### src/rtl/core_pkg.sv
// Shared core defaults and register-address helpers for the register file slice.
package core_pkg;

  localparam int unsigned DefDataW   = 32;
  localparam int unsigned DefNumRegs = 8;

  function automatic int unsigned addr_w(int unsigned num_regs);
    return (num_regs > 2) ? $clog2(num_regs) : 1;
  endfunction

  // Legal means the register exists and is not the hardwired zero register.
  function automatic logic reg_legal(int unsigned addr, int unsigned num_regs, bit zero_reg0);
    return (addr < num_regs) && !(zero_reg0 && (addr == 0));
  endfunction

endpackage

### src/rtl/rf_read_port.sv
// One combinational read port: selects stored or forwarded data and reports operand readiness.
module rf_read_port
  import core_pkg::*;
#(
  parameter int unsigned DATA_W    = DefDataW,
  parameter int unsigned NUM_REGS  = DefNumRegs,
  parameter bit          BYPASS    = 1'b1,
  parameter bit          ZERO_REG0 = 1'b0,
  localparam int unsigned ADDR_W   = addr_w(NUM_REGS)
) (
  input  logic [ADDR_W-1:0]                addr,
  input  logic [NUM_REGS-1:0][DATA_W-1:0]  regs,
  input  logic [NUM_REGS-1:0]              pend,
  input  logic                             wr_live,
  input  logic [ADDR_W-1:0]                wr_addr,
  input  logic [DATA_W-1:0]                wr_data,
  output logic [DATA_W-1:0]                data,
  output logic                             ready
);

  // Missing registers and hardwired r0 read as an always-valid zero.
  always_comb begin
    data  = '0;
    ready = 1'b1;
    if (reg_legal(32'(addr), NUM_REGS, ZERO_REG0)) begin
      if (BYPASS && wr_live && (wr_addr == addr)) begin
        data = wr_data;
      end else begin
        data  = regs[addr];
        ready = !pend[addr];
      end
    end
  end

endmodule

### src/rtl/rf_scoreboard.sv
// Register file with two read ports, one write port and a per-register pending scoreboard.
module rf_scoreboard
  import core_pkg::*;
#(
  parameter int unsigned DATA_W    = DefDataW,
  parameter int unsigned NUM_REGS  = DefNumRegs,
  parameter bit          BYPASS    = 1'b1,
  parameter bit          ZERO_REG0 = 1'b0,
  localparam int unsigned ADDR_W   = addr_w(NUM_REGS)
) (
  input  logic                clk,
  input  logic                rst_n,
  input  logic [ADDR_W-1:0]   rd0_addr,
  output logic [DATA_W-1:0]   rd0_data,
  output logic                rd0_ready,
  input  logic [ADDR_W-1:0]   rd1_addr,
  output logic [DATA_W-1:0]   rd1_data,
  output logic                rd1_ready,
  input  logic                wr_en,
  input  logic [ADDR_W-1:0]   wr_addr,
  input  logic [DATA_W-1:0]   wr_data,
  input  logic                pend_set,
  input  logic [ADDR_W-1:0]   pend_addr,
  output logic [NUM_REGS-1:0] pend_vec,
  output logic                err_waw
);

  logic [NUM_REGS-1:0][DATA_W-1:0] regs_q, regs_d;
  logic [NUM_REGS-1:0]             pend_q, pend_d;
  logic                            err_q, err_d;
  logic                            wr_live, pend_live;

  // Gating with rst_n keeps forwarded data off the read ports while in reset.
  assign wr_live   = rst_n && wr_en && reg_legal(32'(wr_addr), NUM_REGS, ZERO_REG0);
  assign pend_live = pend_set && reg_legal(32'(pend_addr), NUM_REGS, ZERO_REG0);

  always_comb begin
    regs_d = regs_q;
    pend_d = pend_q;
    err_d  = err_q;
    if (wr_live) begin
      regs_d[wr_addr] = wr_data;
      pend_d[wr_addr] = 1'b0;
    end
    // Set follows the clear so a newer producer keeps ownership on a collision.
    if (pend_live) begin
      if (pend_q[pend_addr] && !(wr_live && (wr_addr == pend_addr))) begin
        err_d = 1'b1;
      end
      pend_d[pend_addr] = 1'b1;
    end
  end

  always_ff @(posedge clk or negedge rst_n) begin
    if (!rst_n) begin
      regs_q <= '0;
      pend_q <= '0;
      err_q  <= 1'b0;
    end else begin
      regs_q <= regs_d;
      pend_q <= pend_d;
      err_q  <= err_d;
    end
  end

  assign pend_vec = pend_q;
  assign err_waw  = err_q;

  rf_read_port #(
    .DATA_W   (DATA_W),
    .NUM_REGS (NUM_REGS),
    .BYPASS   (BYPASS),
    .ZERO_REG0(ZERO_REG0)
  ) u_rd0 (
    .addr   (rd0_addr),
    .regs   (regs_q),
    .pend   (pend_q),
    .wr_live(wr_live),
    .wr_addr(wr_addr),
    .wr_data(wr_data),
    .data   (rd0_data),
    .ready  (rd0_ready)
  );

  rf_read_port #(
    .DATA_W   (DATA_W),
    .NUM_REGS (NUM_REGS),
    .BYPASS   (BYPASS),
    .ZERO_REG0(ZERO_REG0)
  ) u_rd1 (
    .addr   (rd1_addr),
    .regs   (regs_q),
    .pend   (pend_q),
    .wr_live(wr_live),
    .wr_addr(wr_addr),
    .wr_data(wr_data),
    .data   (rd1_data),
    .ready  (rd1_ready)
  );

endmodule

### config.mk
export PLATFORM = sky130hd
export DESIGN_NAME = rf_scoreboard
export DESIGN_NICKNAME = d
export VERILOG_FILES = /design/src/rtl/core_pkg.sv /design/src/rtl/rf_read_port.sv /design/src/rtl/rf_scoreboard.sv
export SDC_FILE = /design/constraint.sdc
export NUM_CORES = 1
export LEC_CHECK = 0
export CAP_MARGIN = 20
export CORE_ASPECT_RATIO = 0.9
export CORE_MARGIN = 4
export CORE_UTILIZATION = 40
export CTS_BUF_LIST = sky130_fd_sc_hd__clkbuf_16
export DETAILED_ROUTE_END_ITERATION = 10
export SYNTH_ARGS = -nofsm -noshare
export SYNTH_HDL_FRONTEND = slang
export SYNTH_SLANG_ARGS = --single-unit
### constraint.sdc
create_clock -name clk -period 4.7 [get_ports clk]
set_clock_uncertainty 0.15 [all_clocks]
set_input_delay 0.94 -clock clk [delete_from_list [all_inputs] [get_ports clk]]
set_output_delay 0.94 -clock clk [all_outputs]
set_load 0.02 [all_outputs]
# Word level (Yosys, flattened, before mapping)

Cells that the tools add are included.
W data, S select, Z words.

Order comparisons: 6
Equal/unequal tests: 3
Multiplexer cells: 23
Bitwise logic cells: 3
Reduce and logical (&&, ||, !) cells: 11

Operators with widths:

| operator             | number |
|---|---|
| $bwmux W256          | 1 |
| $bmux W32 S3         | 2 |
| $mux W32             | 5 |
| $demux W32 S3        | 1 |
| $lt A3 B4 Y1 const B | 4 |
| $mux W8              | 2 |
| $bmux W1 S3          | 3 |
| $eq A3 B3 Y1         | 3 |
| $and A8 B8 Y8        | 1 |
| $not A8 Y8           | 1 |
| $or A8 B8 Y8         | 1 |
| $logic_and A1 B1 Y1  | 7 |
| $mux W1              | 7 |
| $demux W1 S3         | 2 |
| $ge A3 B1 Y1 const B | 2 |
| $logic_not A1 Y1     | 3 |
| $reduce_and A2 Y1    | 1 |

Flip-flop bits (word level): 265
Input port bits: 48
Output and inout bits: 75
Logic and storage cells: 56

# Logic depth before layout (Yosys ltp)

Word-level depth: 9
Mapped depth: 7
Depth with buffers taken out: 4

# By module

From an unflattened synthesis, not the netlist that was laid out.

Cell total of the unflattened synthesis: 914
Area total of the unflattened synthesis: 15284.7 um2

Modules (own cells, without submodules):

| module        | instances | cells each | area each (um2) | sequential area each (um2) |
|---|---|---|---|---|
| rf_scoreboard | 1         | 598        | 10164.7         | 6631.4 |
| rf_read_port  | 2         | 158        | 2560.0          | 0.0 |

# Worst setup path after synthesis

Ideal clock, no wire load.

Path kind: input port to output port
Start: input wr_addr[0]
End: output rd1_data[0]
Arrival: 2.404 ns
Path slack: 1.206 ns
Stages on the path: 6
Cell sequence: buf_4 > xor2_1 > or4_4 > buf_6 > buf_6 > a21oi_1

Longest elaborated chain between the ends: 3

RTL lines:

| item                | line                | text |
|---|---|---|
| start: declaration  | rf_scoreboard.sv:20 | `input logic [ADDR_W-1:0] wr_addr,` |
| $eq A3 B3 Y1        | rf_read_port.sv:26  | `if (BYPASS && wr_live && (wr_addr == addr)) begin` |
| $logic_and A1 B1 Y1 | rf_read_port.sv:26  |  |
| $mux W32            | rf_read_port.sv:26  |  |
| end: declaration    | rf_scoreboard.sv:17 | `output logic [DATA_W-1:0] rd1_data,` |

No other way between the ends.

# Worst setup path after layout

Start: input wr_addr[1]
End: output rd0_data[7]

Longest elaborated chain between the ends: 3

RTL lines:

| item                | line                | text |
|---|---|---|
| $eq A3 B3 Y1        | rf_read_port.sv:26  |  |
| $logic_and A1 B1 Y1 | rf_read_port.sv:26  |  |
| $mux W32            | rf_read_port.sv:26  |  |
| end: declaration    | rf_scoreboard.sv:14 | `output logic [DATA_W-1:0] rd0_data,` |

No other way between the ends.

==> impl_metrics.ini <==
[logic_synthesis]
ys_types = 35
synth_area_um2 = 14900
async_reset_ff_frac = 1.00
yosys-top-cells-count = dfrtp_1, mux2_2, mux4_2
synth_top_area_frac = 0.446
yosys_warnings = 0
synth_nets = 1104
syn_inst = 1056
yosysSeqAreaShare = 0.446
yosys_most_used_dff = dfrtp_1
synth-edff-count = 0
post_synth.cell_area_avg_um2 = 14.1
synth-seq-cells = 265
yosysMostFrequentCell = dfrtp_1
synthTopCellsByArea = dfrtp_1, mux4_2, mux2_2
yosysTopAreaCell = dfrtp_1

[power_and_ir_drop]
powerDensity_nw_per_um2 = 455
max-vdd-ir-drop_v = 0.000258
intPower_uw = 5730
pwr-share-comb = 0.275
pwr-share-clk = 0.322
power_frac_seq = 0.402
leakage_uw = 0.00718
switching_share = 0.279
power_switching_uw = 2220

[timing]
relSlewSlack = 0.391
setup_ws_ns = 0.143
clock.fmax_mhz = 219
worst_pin_slew_ns = 0.913
slew_violations = 0
fin_crit_sh = 0.969
rsz0062_at_grt = false
hold_viol_final = 0
setup_viol = 0
tns_ns = 0
fin_crit_ns = 4.56

[floorplan]
die_w_um = 211
die_area_um2 = 40300
placementRows = 66
core_area_um2 = 36400
start_util = 0.409
die_h_um = 191
ios = 123

[final_layout]
final_cell_area_um2 = 17500
antennaDiodeCount = 0
instances_no_fill = 1623
final_layout_size_suffix_gt1_frac = 0.418
area_growth_pct = 17.4
nFillCells = 3189
nets = 1173
final_util = 0.479

[worst_setup_path]
worst_path_max_delay_cell = or4_4
r2r_slack_ns = 3.19
cpMostUsedCell = clkdlybuf4s50_1
max_stage_delay_ns = 0.72
cp_data_required_time_ns = 3.61
path_buf_inv = 3
cp_max_fo = 20
end_kind = output port
critical_path.top_delay_family = buffers and inverters
crit_chain = clkdlybuf4s50_1, xor2_1, or4_4, buf_4, a31oi_1, clkdlybuf4s50_1
critPathArrivalTime_ns = 3.47
cp-start-kind = primary input
crit_type = primary input to output port

[hold_path]
hp-class = flop to flop

[global_route]
antenna_found_initial = 0
grt_pass1_vias = 9687
grt_max_degree = 70
overflow = 0
grt_pass1_wl_um = 60100
grt_usage = 0.192

[drt]
dr.pass1.iters = 4
via_count = 9225
avgRoutedWirePerCell_um = 23.9
drc = 0
detail-route-antenna-nets = 0
dr.first_iter.drc_count = 617
via_per_inst = 5.68
wl_um = 38700

[outcome]
status = completed

[place]
dpl_cell_area_um2 = 16400
pre_cts_ws_ns = 0.0275
dpl.hpwl_um = 22300
place_inst = 1570
place.gp.congestion = 0.740
port_buffers = 122

[clock_tree]
htree_levels = 1
root_buffer = clkbuf_16
clkTransAtPathRegs_ns = 0.06
cts_sinks = 265
clock_path_buffers = 3
cts_tree = yes
cts_setup_buffers = 0
clock_latency_ns = 0.54
numCtsBuffers = 29

[job]
max_cap_viol_count = 0
cell type report:
cell class                      instances  area [um^2]  area share
Tap cell                              476          596      0.0341
Sequential cell                       265         6630       0.380
Clock inverter                         24          339      0.0194
Timing Repair Buffer                  156         1590      0.0909
Inverter                                6         22.5     0.00129
Multi-Input combinational cell        667         7560       0.433
Clock buffer                           29          726      0.0416
sequential cells by signal (all words and copies together), names as in the netlist:
| signal | count |
|---|---|
| regs_q | 256 |
| pend_vec | 8 |
| err_waw | 1 |
layout by cell type, fill, tap and decap left out, types with 3 or more instances in the layout:
| cell | n |
|---|---|
| mux2_1 | 8 |
| clkinv_1 | 4 |
| nand2_1 | 38 |
| buf_2 | 3 |
| o21ai_0 | 3 |
| mux2i_1 | 35 |
| nand3_1 | 3 |
| clkdlybuf4s50_1 | 114 |
| inv_1 | 9 |
| a21oi_1 | 32 |
| clkinv_2 | 7 |
| xor2_1 | 9 |
| buf_12 | 10 |
| bufinv_16 | 9 |
| nand2b_1 | 34 |
| a31oi_1 | 32 |
| dfrtp_1 | 265 |
| nor2_1 | 67 |
| mux4_2 | 132 |
| mux2_2 | 250 |
| clkbuf_16 | 29 |
| buf_4 | 27 |
through the flow:
| stage | power (uW) | hold WS (ns) |
|---|---|---|
| after floorplan | 4640 | 0.320 |
| after global placement | 5400 | 0.333 |
| after detailed placement | 5440 | 0.344 |
| after CTS | 8030 | 0.359 |
| after global routing | 8350 | 0.373 |
| final | 7950 | 0.350 |
power by group through the flow:
stage          clock, uW  sequential [uW]  combinational [uW]
2_1_floorplan          0             3110                1540
3_3_place_gp           0             3220                2180
3_5_place_dp           0             3230                2210
4_1_cts             2610             3190                2220
5_1_grt             2720             3270                2360
6_report            2560             3200                2190
worst paths after layout:
check,end,startpoint,depth (start not counted)
hold reg to reg,err_waw$_DFFE_PN0P_,err_waw$_DFFE_PN0P_,1
max in group asynchronous,regs_q[136]$_DFFE_PN0P_,rst_n,3
hold / removal,err_waw$_DFFE_PN0P_,err_waw$_DFFE_PN0P_,1
min in group asynchronous,err_waw$_DFFE_PN0P_,rst_n,2
setup / recovery,rd0_data[7],wr_addr[1],6
setup reg to reg,err_waw$_DFFE_PN0P_,pend_vec[1]$_DFF_PN0_,3
routing by layer:
| layer | vias to the layer above | routed length [um] | global-route usage |
|---|---|---|---|
| met5 | - | 0 | 0 |
| met1 | 4902 | 17700 | 0.278 |
| li1 | 4087 | - | - |
| met2 | 200 | 19000 | 0.320 |
| met4 | 0 | 444 | 0.0260 |
| met3 | 36 | 1600 | 0.0264 |
cells by family (layout without fill, tap and decap cells):
| kind of cell | count (synthesis) | after routing | share of synthesized area |
|---|---|---|---|
| AOI/OAI and AO/OA | 76 | 76 | 0.0302 |
| xor gates and xnor gates | 9 | 9 | 0.00530 |
| buffers and inverters | 124 | 215 | 0.0483 |
| DFF | 265 | 265 | 0.446 |
| muxes | 425 | 425 | 0.419 |
| and+or+nand+nor | 157 | 157 | 0.0519 |
timing repair:
| action | 4_1_cts | 5_1_grt |
|---|---|---|
| hold buffers | 0 | 0 |
| endpoints found under the setup margin | 0 | 1 |
| resized for setup | 0 | 1 |
Note: power is estimated with default switching activity, not from simulation.
